### config.mk
export PLATFORM = sky130hd
export DESIGN_NAME = display_buf
export DESIGN_NICKNAME = d
export VERILOG_FILES = /design/src/rtl/display_buf_pkg.sv /design/src/rtl/display_buf_uart_tx.sv /design/src/rtl/display_buf.sv
export SDC_FILE = /design/constraint.sdc
export NUM_CORES = 1
export LEC_CHECK = 0
export CAP_MARGIN = 20
export CORE_MARGIN = 3
export CORE_UTILIZATION = 30
export DETAILED_ROUTE_END_ITERATION = 6
export DONT_BUFFER_PORTS = 1
export GPL_ROUTABILITY_DRIVEN = 0
export PLACE_DENSITY_LB_ADDON = 0.12
export RECOVER_POWER = 100
export SYNTH_ARGS = -nofsm -noshare
export SYNTH_HDL_FRONTEND = slang
export SYNTH_SLANG_ARGS = --single-unit
### constraint.sdc
create_clock -name clk -period 3 [get_ports clk]
set_clock_uncertainty 0.1 [all_clocks]
set_input_delay 0.3 -clock clk [delete_from_list [all_inputs] [get_ports clk]]
set_output_delay 0.3 -clock clk [all_outputs]
set_load 0.005 [all_outputs]
### src/rtl/display_buf_pkg.sv
// Shared definitions for the display output buffer: FIFO geometry,
// transmitter state encoding and the baud divider derivation.
package display_buf_pkg;

  localparam int FIFO_DEPTH = 32;
  localparam int PTR_W      = 6;
  localparam int ADDR_W     = 5;

  typedef enum logic [1:0] {
    IDLE  = 2'd0,
    START = 2'd1,
    DATA  = 2'd2,
    STOP  = 2'd3
  } tx_state_t;

  // Number of system clocks per serial bit; integer division, caller keeps it >= 2.
  function automatic int clks_per_bit(input int clk_freq, input int baud_rate);
    return clk_freq / baud_rate;
  endfunction

endpackage

### src/rtl/display_buf_uart_tx.sv
// 8N1 serial transmitter that pulls characters from the display FIFO.
// The pop strobe is combinational so the FIFO read pointer advances on the
// same edge that loads the shift register.
module uart_tx
  import display_buf_pkg::*;
#(
  parameter int CLKS_PER_BIT = 16
) (
  input  logic       clk,
  input  logic       reset_n,
  input  logic [6:0] pop_data,
  input  logic       fifo_empty,
  output logic       pop,
  output logic       tx,
  output logic       tx_busy
);

  localparam int CNT_W = (CLKS_PER_BIT > 1) ? $clog2(CLKS_PER_BIT) : 1;
  localparam logic [CNT_W-1:0] CNT_LAST = CNT_W'(CLKS_PER_BIT - 1);

  tx_state_t        state;
  logic [CNT_W-1:0] baud_cnt;
  logic [7:0]       shift_reg;
  logic [2:0]       bit_idx;
  logic             bit_done;

  assign bit_done = (baud_cnt == CNT_LAST);

  // A character leaves the FIFO when idle, or at the very end of a stop bit
  // so back-to-back frames have no gap.
  assign pop = ~fifo_empty & ((state == IDLE) | ((state == STOP) & bit_done));

  // Frame sequencing: state, baud counter, shift register and busy flag.
  always_ff @(posedge clk or negedge reset_n) begin
    if (!reset_n) begin
      state     <= IDLE;
      baud_cnt  <= '0;
      shift_reg <= '0;
      bit_idx   <= '0;
      tx_busy   <= 1'b0;
    end else begin
      case (state)
        IDLE: begin
          baud_cnt <= '0;
          bit_idx  <= '0;
          if (!fifo_empty) begin
            shift_reg <= {1'b0, pop_data};
            state     <= START;
            tx_busy   <= 1'b1;
          end
        end
        START: begin
          if (bit_done) begin
            baud_cnt <= '0;
            bit_idx  <= '0;
            state    <= DATA;
          end else begin
            baud_cnt <= baud_cnt + CNT_W'(1);
          end
        end
        DATA: begin
          if (bit_done) begin
            baud_cnt  <= '0;
            shift_reg <= {1'b0, shift_reg[7:1]};
            if (bit_idx == 3'd7) begin
              state <= STOP;
            end else begin
              bit_idx <= bit_idx + 3'd1;
            end
          end else begin
            baud_cnt <= baud_cnt + CNT_W'(1);
          end
        end
        STOP: begin
          if (bit_done) begin
            baud_cnt <= '0;
            bit_idx  <= '0;
            if (!fifo_empty) begin
              shift_reg <= {1'b0, pop_data};
              state     <= START;
            end else begin
              state   <= IDLE;
              tx_busy <= 1'b0;
            end
          end else begin
            baud_cnt <= baud_cnt + CNT_W'(1);
          end
        end
        default: begin
          state   <= IDLE;
          tx_busy <= 1'b0;
        end
      endcase
    end
  end

  // Registered line driver; forced high immediately by reset.
  always_ff @(posedge clk or negedge reset_n) begin
    if (!reset_n) begin
      tx <= 1'b1;
    end else begin
      case (state)
        START:   tx <= 1'b0;
        DATA:    tx <= shift_reg[0];
        default: tx <= 1'b1;
      endcase
    end
  end

endmodule

### src/rtl/display_buf.sv
// Display output buffer: 32-entry character FIFO written by the CPU and
// drained by the serial transmitter onto the UART TX pin.
module display_buf
  import display_buf_pkg::*;
#(
  parameter int baud_rate = 115200,
  parameter int clk_freq  = 100000000
) (
  input  logic       clk,
  input  logic       reset_n,
  input  logic       DS_write_en,
  input  logic [6:0] write_data,
  input  logic       DS_clear,
  output logic       DS_status,
  output logic       buf_empty,
  output logic       tx_busy,
  output logic       tx
);

  localparam int CLKS_PER_BIT = clks_per_bit(clk_freq, baud_rate);

  logic [6:0]        mem [FIFO_DEPTH];
  logic [PTR_W-1:0]  wr_ptr;
  logic [PTR_W-1:0]  rd_ptr;
  logic [ADDR_W-1:0] read_addr;
  logic [6:0]        pop_data;
  logic              full;
  logic              empty;
  logic              write_ok;
  logic              pop;
  logic              tx_fifo_empty;

  // Extra pointer MSB distinguishes full from empty when the low bits match.
  assign empty    = (wr_ptr == rd_ptr);
  assign full     = (wr_ptr[PTR_W-1] != rd_ptr[PTR_W-1]) &&
                    (wr_ptr[ADDR_W-1:0] == rd_ptr[ADDR_W-1:0]);
  assign write_ok = DS_write_en & ~full;

  assign read_addr = rd_ptr[ADDR_W-1:0];
  assign pop_data  = mem[read_addr];

  // A flush in progress hides the FIFO contents so nothing flushed gets sent.
  assign tx_fifo_empty = empty | DS_clear;

  assign DS_status = ~full;
  assign buf_empty = empty;

  // Character storage, written on accepted CPU writes only.
  always_ff @(posedge clk) begin
    if (write_ok) begin
      mem[wr_ptr[ADDR_W-1:0]] <= write_data;
    end
  end

  // Pointer update; a flush wins over any same-cycle write or pop.
  always_ff @(posedge clk or negedge reset_n) begin
    if (!reset_n) begin
      wr_ptr <= '0;
      rd_ptr <= '0;
    end else if (DS_clear) begin
      wr_ptr <= '0;
      rd_ptr <= '0;
    end else begin
      if (write_ok) begin
        wr_ptr <= wr_ptr + PTR_W'(1);
      end
      if (pop) begin
        rd_ptr <= rd_ptr + PTR_W'(1);
      end
    end
  end

  uart_tx #(
    .CLKS_PER_BIT(CLKS_PER_BIT)
  ) u_uart_tx (
    .clk       (clk),
    .reset_n   (reset_n),
    .pop_data  (pop_data),
    .fifo_empty(tx_fifo_empty),
    .pop       (pop),
    .tx        (tx),
    .tx_busy   (tx_busy)
  );

endmodule

# == Yosys cells after proc, flatten, opt, wreduce, memory -nomap -nowiden ==
# Memories as Yosys holds them, arrays and structs flattened.
# Cells that the tools add are included.
# W data, S select, Z words.
# classes
addsub,4
n_eq_ne,16
muxes,28
bitwise,7
n_reduce_logical,12
# op_table
cell,count
$mux W6,4
$mux W8,3
$pmux W8 S3,1
$pmux W10 S2,1
$add A6 B1 Y6 const B,2
$ne A2 B1 Y1 const B,6
$add A10 B1 Y10 const B,1
$eq A10 B10 Y1 const B,1
$mux W10,1
$mux W2,5
$mux W3,3
$pmux W3 S3,1
$pmux W2 S4,1
$eq A6 B6 Y1,1
$mux W1,6
$reduce_and A3 Y1,2
$reduce_bool A2 Y1,3
$eq A5 B5 Y1,1
$reduce_and A5 Y1,1
$eq A2 B2 Y1 const B,2
$ne A2 B2 Y1 const B,2
$pmux W1 S2,2
$reduce_and A4 Y1,1
$add A3 B1 Y3 const B,1
11 further kinds,15
# totals
register_bits,37
ram_bits,224
mem_count,1
# memory_table
name,depth,width,read_ports,rd_ports_with_merged_regs,write_ports,line,rtl
mem,32,7,1,0,1,display_buf.sv:22,logic [6:0] mem [FIFO_DEPTH];

# == Logic depth before layout (Yosys ltp) ==
# depth
depth_word,6
ltp_mapped,9

# == By module ==
# A second synthesis with hierarchy kept.
# unflattened
hier_cells,616
area_unflattened_um2,10736.5
# by_module_without_submodules
mod,n_inst,cells_per_inst,area_each_um2
display_buf,1,496,9382.7
uart_tx,1,120,1353.8

# == Worst setup path before layout ==
# Ideal clock, no wire load.
# synth_timing
path_kind,reg-to-reg
startpoint,reg u_uart_tx.state[0]
endpoint,reg u_uart_tx.shift_reg[1]
setup_ns,0.125
t_arrival_ns,1.997
path_slack_ns,0.778
stages_incl_launch_ff,9
synth_period_minus_slack_ns,2.222
cell_sequence,dfrtp_1 > inv_1 > ha_1 > clkbuf_1 > or2_2 > a21oi_1 > and2_1 > buf_4 > mux2_2
# synth_via
elab_chain_cells,3
# synth_lines
item,line,rtl
"start, declared",display_buf_uart_tx.sv:21,tx_state_t state;
"start signal, assigned",display_buf_uart_tx.sv:36,state <= IDLE;
"start signal, assigned",display_buf_uart_tx.sv:48,state <= START;
"start signal, assigned",display_buf_uart_tx.sv:56,state <= DATA;
$eq A2 B2 Y1 or $logic_not A2 Y1 (tied branches),display_buf_uart_tx.sv:42,case (state)
$ne A2 B1 Y1 (no line) or $reduce_bool A3 Y1 (tied branches),-,
$reduce_and A3 Y1 (no line),-,
"end signal, assigned",display_buf_uart_tx.sv:47,"shift_reg <= {1'b0, pop_data};"
"end signal, assigned",display_buf_uart_tx.sv:64,"shift_reg <= {1'b0, shift_reg[7:1]};"
"end signal, assigned",display_buf_uart_tx.sv:79,"shift_reg <= {1'b0, pop_data};"
"end, declared",display_buf_uart_tx.sv:23,logic [7:0] shift_reg;
# Parallel ways exist; a longest one is shown, timed or not.
# A chain may end at the register's enable or synchronous reset.

# == Worst setup path in the final report ==
# Same ends and word-level chain as after synthesis.

==> flow_summary.yaml <==
die:
  core_mm2: 0.0357
  fp.dieH_um: 197
  fp.dieW_um: 197
  fp.dieArea_mm2: 0.0387
  num_rows: 69
  io_pins: 15
  start_util_pct: 30.5
critical_path:
  crit_chain: "inv_1 > ha_1 > or2_2 > a21oi_1 > and2_1 > mux2_2"
  regToRegSetupSlack_ns: 0.28
  r2r_cells: 6
  crit_type: "reg -> reg"
  reg2reg_from: "u_uart_tx.state[0]"
  critical_path.max_stage_delay_ns: 0.60
  cp_data_arrival_time_ns: 3.04
  cp_slowest_cell: "a21oi_1"
  critPathRequiredTime_ns: 3.32
  end_kind: "flop"
  crit_buf_inv: 1
  startpoint_type: "flop"
  cp_max_fo: 9
  critical-path-top-delay-family: "simple AND/OR/NAND/NOR gates"
  r2r-end: "u_uart_tx.shift_reg[1]"
yosys:
  syn_nets: 668
  syn_area_per_cell_um2: 16.9
  synth_edf_count: 224
  synth_simple_gate_area_share_pct: 5.70
  ys.flop_type: "edfxtp_1"
  synth_compound_area_share_pct: 6.22
  ys_seq_area_share_pct: 69.9
  synthArstFlopShare_pct: 13.8
  yosysWarnings: 0
  yosys.area_share.xor_xnor_pct: 1.53
  synthAdderAreaFrac_pct: 1.49
  ys_types: 70
  syn-instance-count: 644
  ys_ff_latch: 260
  mappedNetlistArea_mm2: 0.0109
  synth_top_family_by_area: "multiplexers"
  synth_mux_area_share_pct: 12.6
detailed_routing:
  drt_iter0_markers: 360
  drt.antenna.violating_nets: 0
  route.detailed.drc: 0
  vias: 5865
  routedWlPerCell_um: 22.9
  drtPass1Iterations: 4
  wl_mm: 26.8
  via_per_inst: 5.01
power_and_ir_drop:
  p_leak_nw: 4.05
  powerDensity_mw_per_mm2: 609
  irDropWorstVdd_mv: 0.332
clock_tree:
  clk_path_buf_depth: 3
  cts.sinks: 260
  cts_tree: "done"
  cts_buffers: 29
  insertion_delay_ns: 0.54
  clkSlewWorstSetupHoldPaths_ns: 0.06
  htreeDepth: 1
  postCtsSetupBuffers: 0
  root_buffer: "clkbuf_16"
grt:
  grt.overflow.total: 0
  grt_max_degree: 44
  antenna_found_initial: 0
  grt_pass1_wl_mm: 40.6
  grt_pass1_vias: 6207
  grtUsageTotal_pct: 14.0
final_layout:
  syn_to_final_growth_pct: 14.8
  nNetsFinal: 712
  diodes: 0
  drive_gt1_share_pct: 16.3
  largest_reg_flops: 224
timing:
  fin_crit_ns: 2.72
  hold_viol_final: 0
  worst_slew_pin_slew_ns: 1.75
  slew_viol_final: 165
  fin_crit_sh_pct: 90.7
  tns_ns: 0
  rsz0062_at_grt: "no"
  setup_viol: 0
  slew-limit-headroom_pct: -16.7
  worst_slack_ns: 0.279
  fmax_ghz: 0.367
run_status:
  violations: "capacitance limit, slew limit"
  status: "finished, violations left"
worst_hold_path:
  hp-start: "DS_clear"
  holdPathStages: 3
  min_to: "u_uart_tx.tx_busy"
  worstHoldPathType: "in -> reg"
flow_run:
  cap_violations: 5
placement:
  place.port_buffers: 0
  hpwl_mm: 17.4
  dp_slack_ns: 0.333
==> worst reg2reg max path, stage by stage (launching register included) <==
cell	delay, ns
dfrtp_1	0.38
inv_1	0.12
ha_1	0.33
or2_2	0.33
a21oi_1	0.60
and2_1	0.40
mux2_2	0.37
==> final cells by class <==
class	instances	area, um^2
inverter	13	48.8
clock inverter	19	194
multi-input combinational	341	3000
tap	461	577
fill	3406	23200
sequential	260	7630
clock buffer	34	744
timing repair buffer	43	333
==> placed cells by master, fill, tap and decap left out, types with 11 or more instances in the layout <==
master	n
nor2_1	61
a221oi_1	13
edfxtp_1	224
mux4_2	35
clkbuf_16	29
inv_1	11
ha_1	13
buf_4	16
mux2i_1	46
a21oi_1	17
nand2_1	24
dfrtp_1	33
clkbuf_1	19
==> report_power, final <==
part | switching (mW) | internal [mW] | total (mW)
sequential | 0.00804 | 3.96 | 3.96
combinational | 0.135 | 0.0463 | 0.181
clock | 1.38 | 2.11 | 3.48
total | 1.52 | 6.11 | 7.63
==> kinds of logic (layout without fill, tap and decap cells) <==
kind of cell,count (synthesis),count (layout)
AOI/OAI and AO/OA,90,90
DFF,260,260
buffers and inverters,43,109
and+or+nand+nor,131,131
adders and majority gates,13,13
muxes,88,88
xor gates and xnor gates,19,19
==> how the worst max path moves through the flow <==
stage | from | to | depth (start not counted)
after global placement | rd_ptr[0] | u_uart_tx.shift_reg[1] | 7
after detailed placement | rd_ptr[0] | u_uart_tx.shift_reg[1] | 7
after global routing | rd_ptr[0] | mem[24][0] | 6
after CTS | rd_ptr[0] | u_uart_tx.shift_reg[1] | 7
after floorplan | u_uart_tx.state[0] | u_uart_tx.shift_reg[1] | 8
final | u_uart_tx.state[0] | u_uart_tx.shift_reg[1] | 6
==> metal layers <==
| layer | vias up | share of wire (%) | track usage (%) |
|---|---|---|---|
| met2 | 120 | 47 | 22.8 |
| met3 | 35 | 5.2 | 2.21 |
| met4 | 0 | 1.8 | 3.25 |
| met1 | 3077 | 46 | 19.9 |
| met5 | - | 0 | 0 |
| li1 | 2633 | - | - |
==> through the flow <==
| step | util [%] | instances | cell area [um^2] | hold slack [ns] | power [mW] |
|---|---|---|---|---|---|
| floorplan | - | 644 | 10900 | -0.0956 | 4.10 |
| finish | 35.0 | 1171 | 12500 | 0.0434 | 7.63 |
| global placement | 32.1 | 1100 | 11500 | -0.0944 | 4.14 |
| detailed placement | 32.1 | 1100 | 11500 | -0.0945 | 4.14 |
| CTS | 35.5 | 1171 | 12700 | 0.0000661 | 7.74 |
| global route | 35.0 | 1171 | 12500 | 0.0341 | 7.89 |
==> cell usage after synthesis (all sizes together) (2+ instances only) <==
master	instances	area [um^2]
edfxtp	224	6730
nor2	62	235
mux2i	46	460
mux4	38	867
dfrtp	35	876
buf	25	210
nand2	24	90.1
a21oi	17	85.1
a221oi	14	129
ha	13	163
inv	12	45.0
o21ai	11	55.1
nand3	10	50.1
xor2	10	87.6
xnor2	9	78.8
clkbuf	5	18.8
o21a	5	37.5
a221o	4	40.0
a22oi	4	30.0
a31oi	4	25.0
and2	4	25.0
mux2	4	45.0
nand2b	4	25.0
o211ai	4	35.0
o22ai	4	25.0
or3	4	25.0
a211oi	3	35.0
a32oi	3	33.8
and3	3	18.8
nand3b	3	22.5
nor3	3	25.0
o31ai	3	22.5
or2	3	18.8
or3b	3	26.3
nand4	2	12.5
nor2b	2	12.5
o2111ai	2	17.5
o311ai	2	17.5
o32a	2	20.0
==> repair_timing <==
item | in CTS | in global routing
hold endpoints to repair | 273 | 0
hold buffers | 18 | 0
resized for setup | 0 | 0
Power figures use the tool's default switching activity.
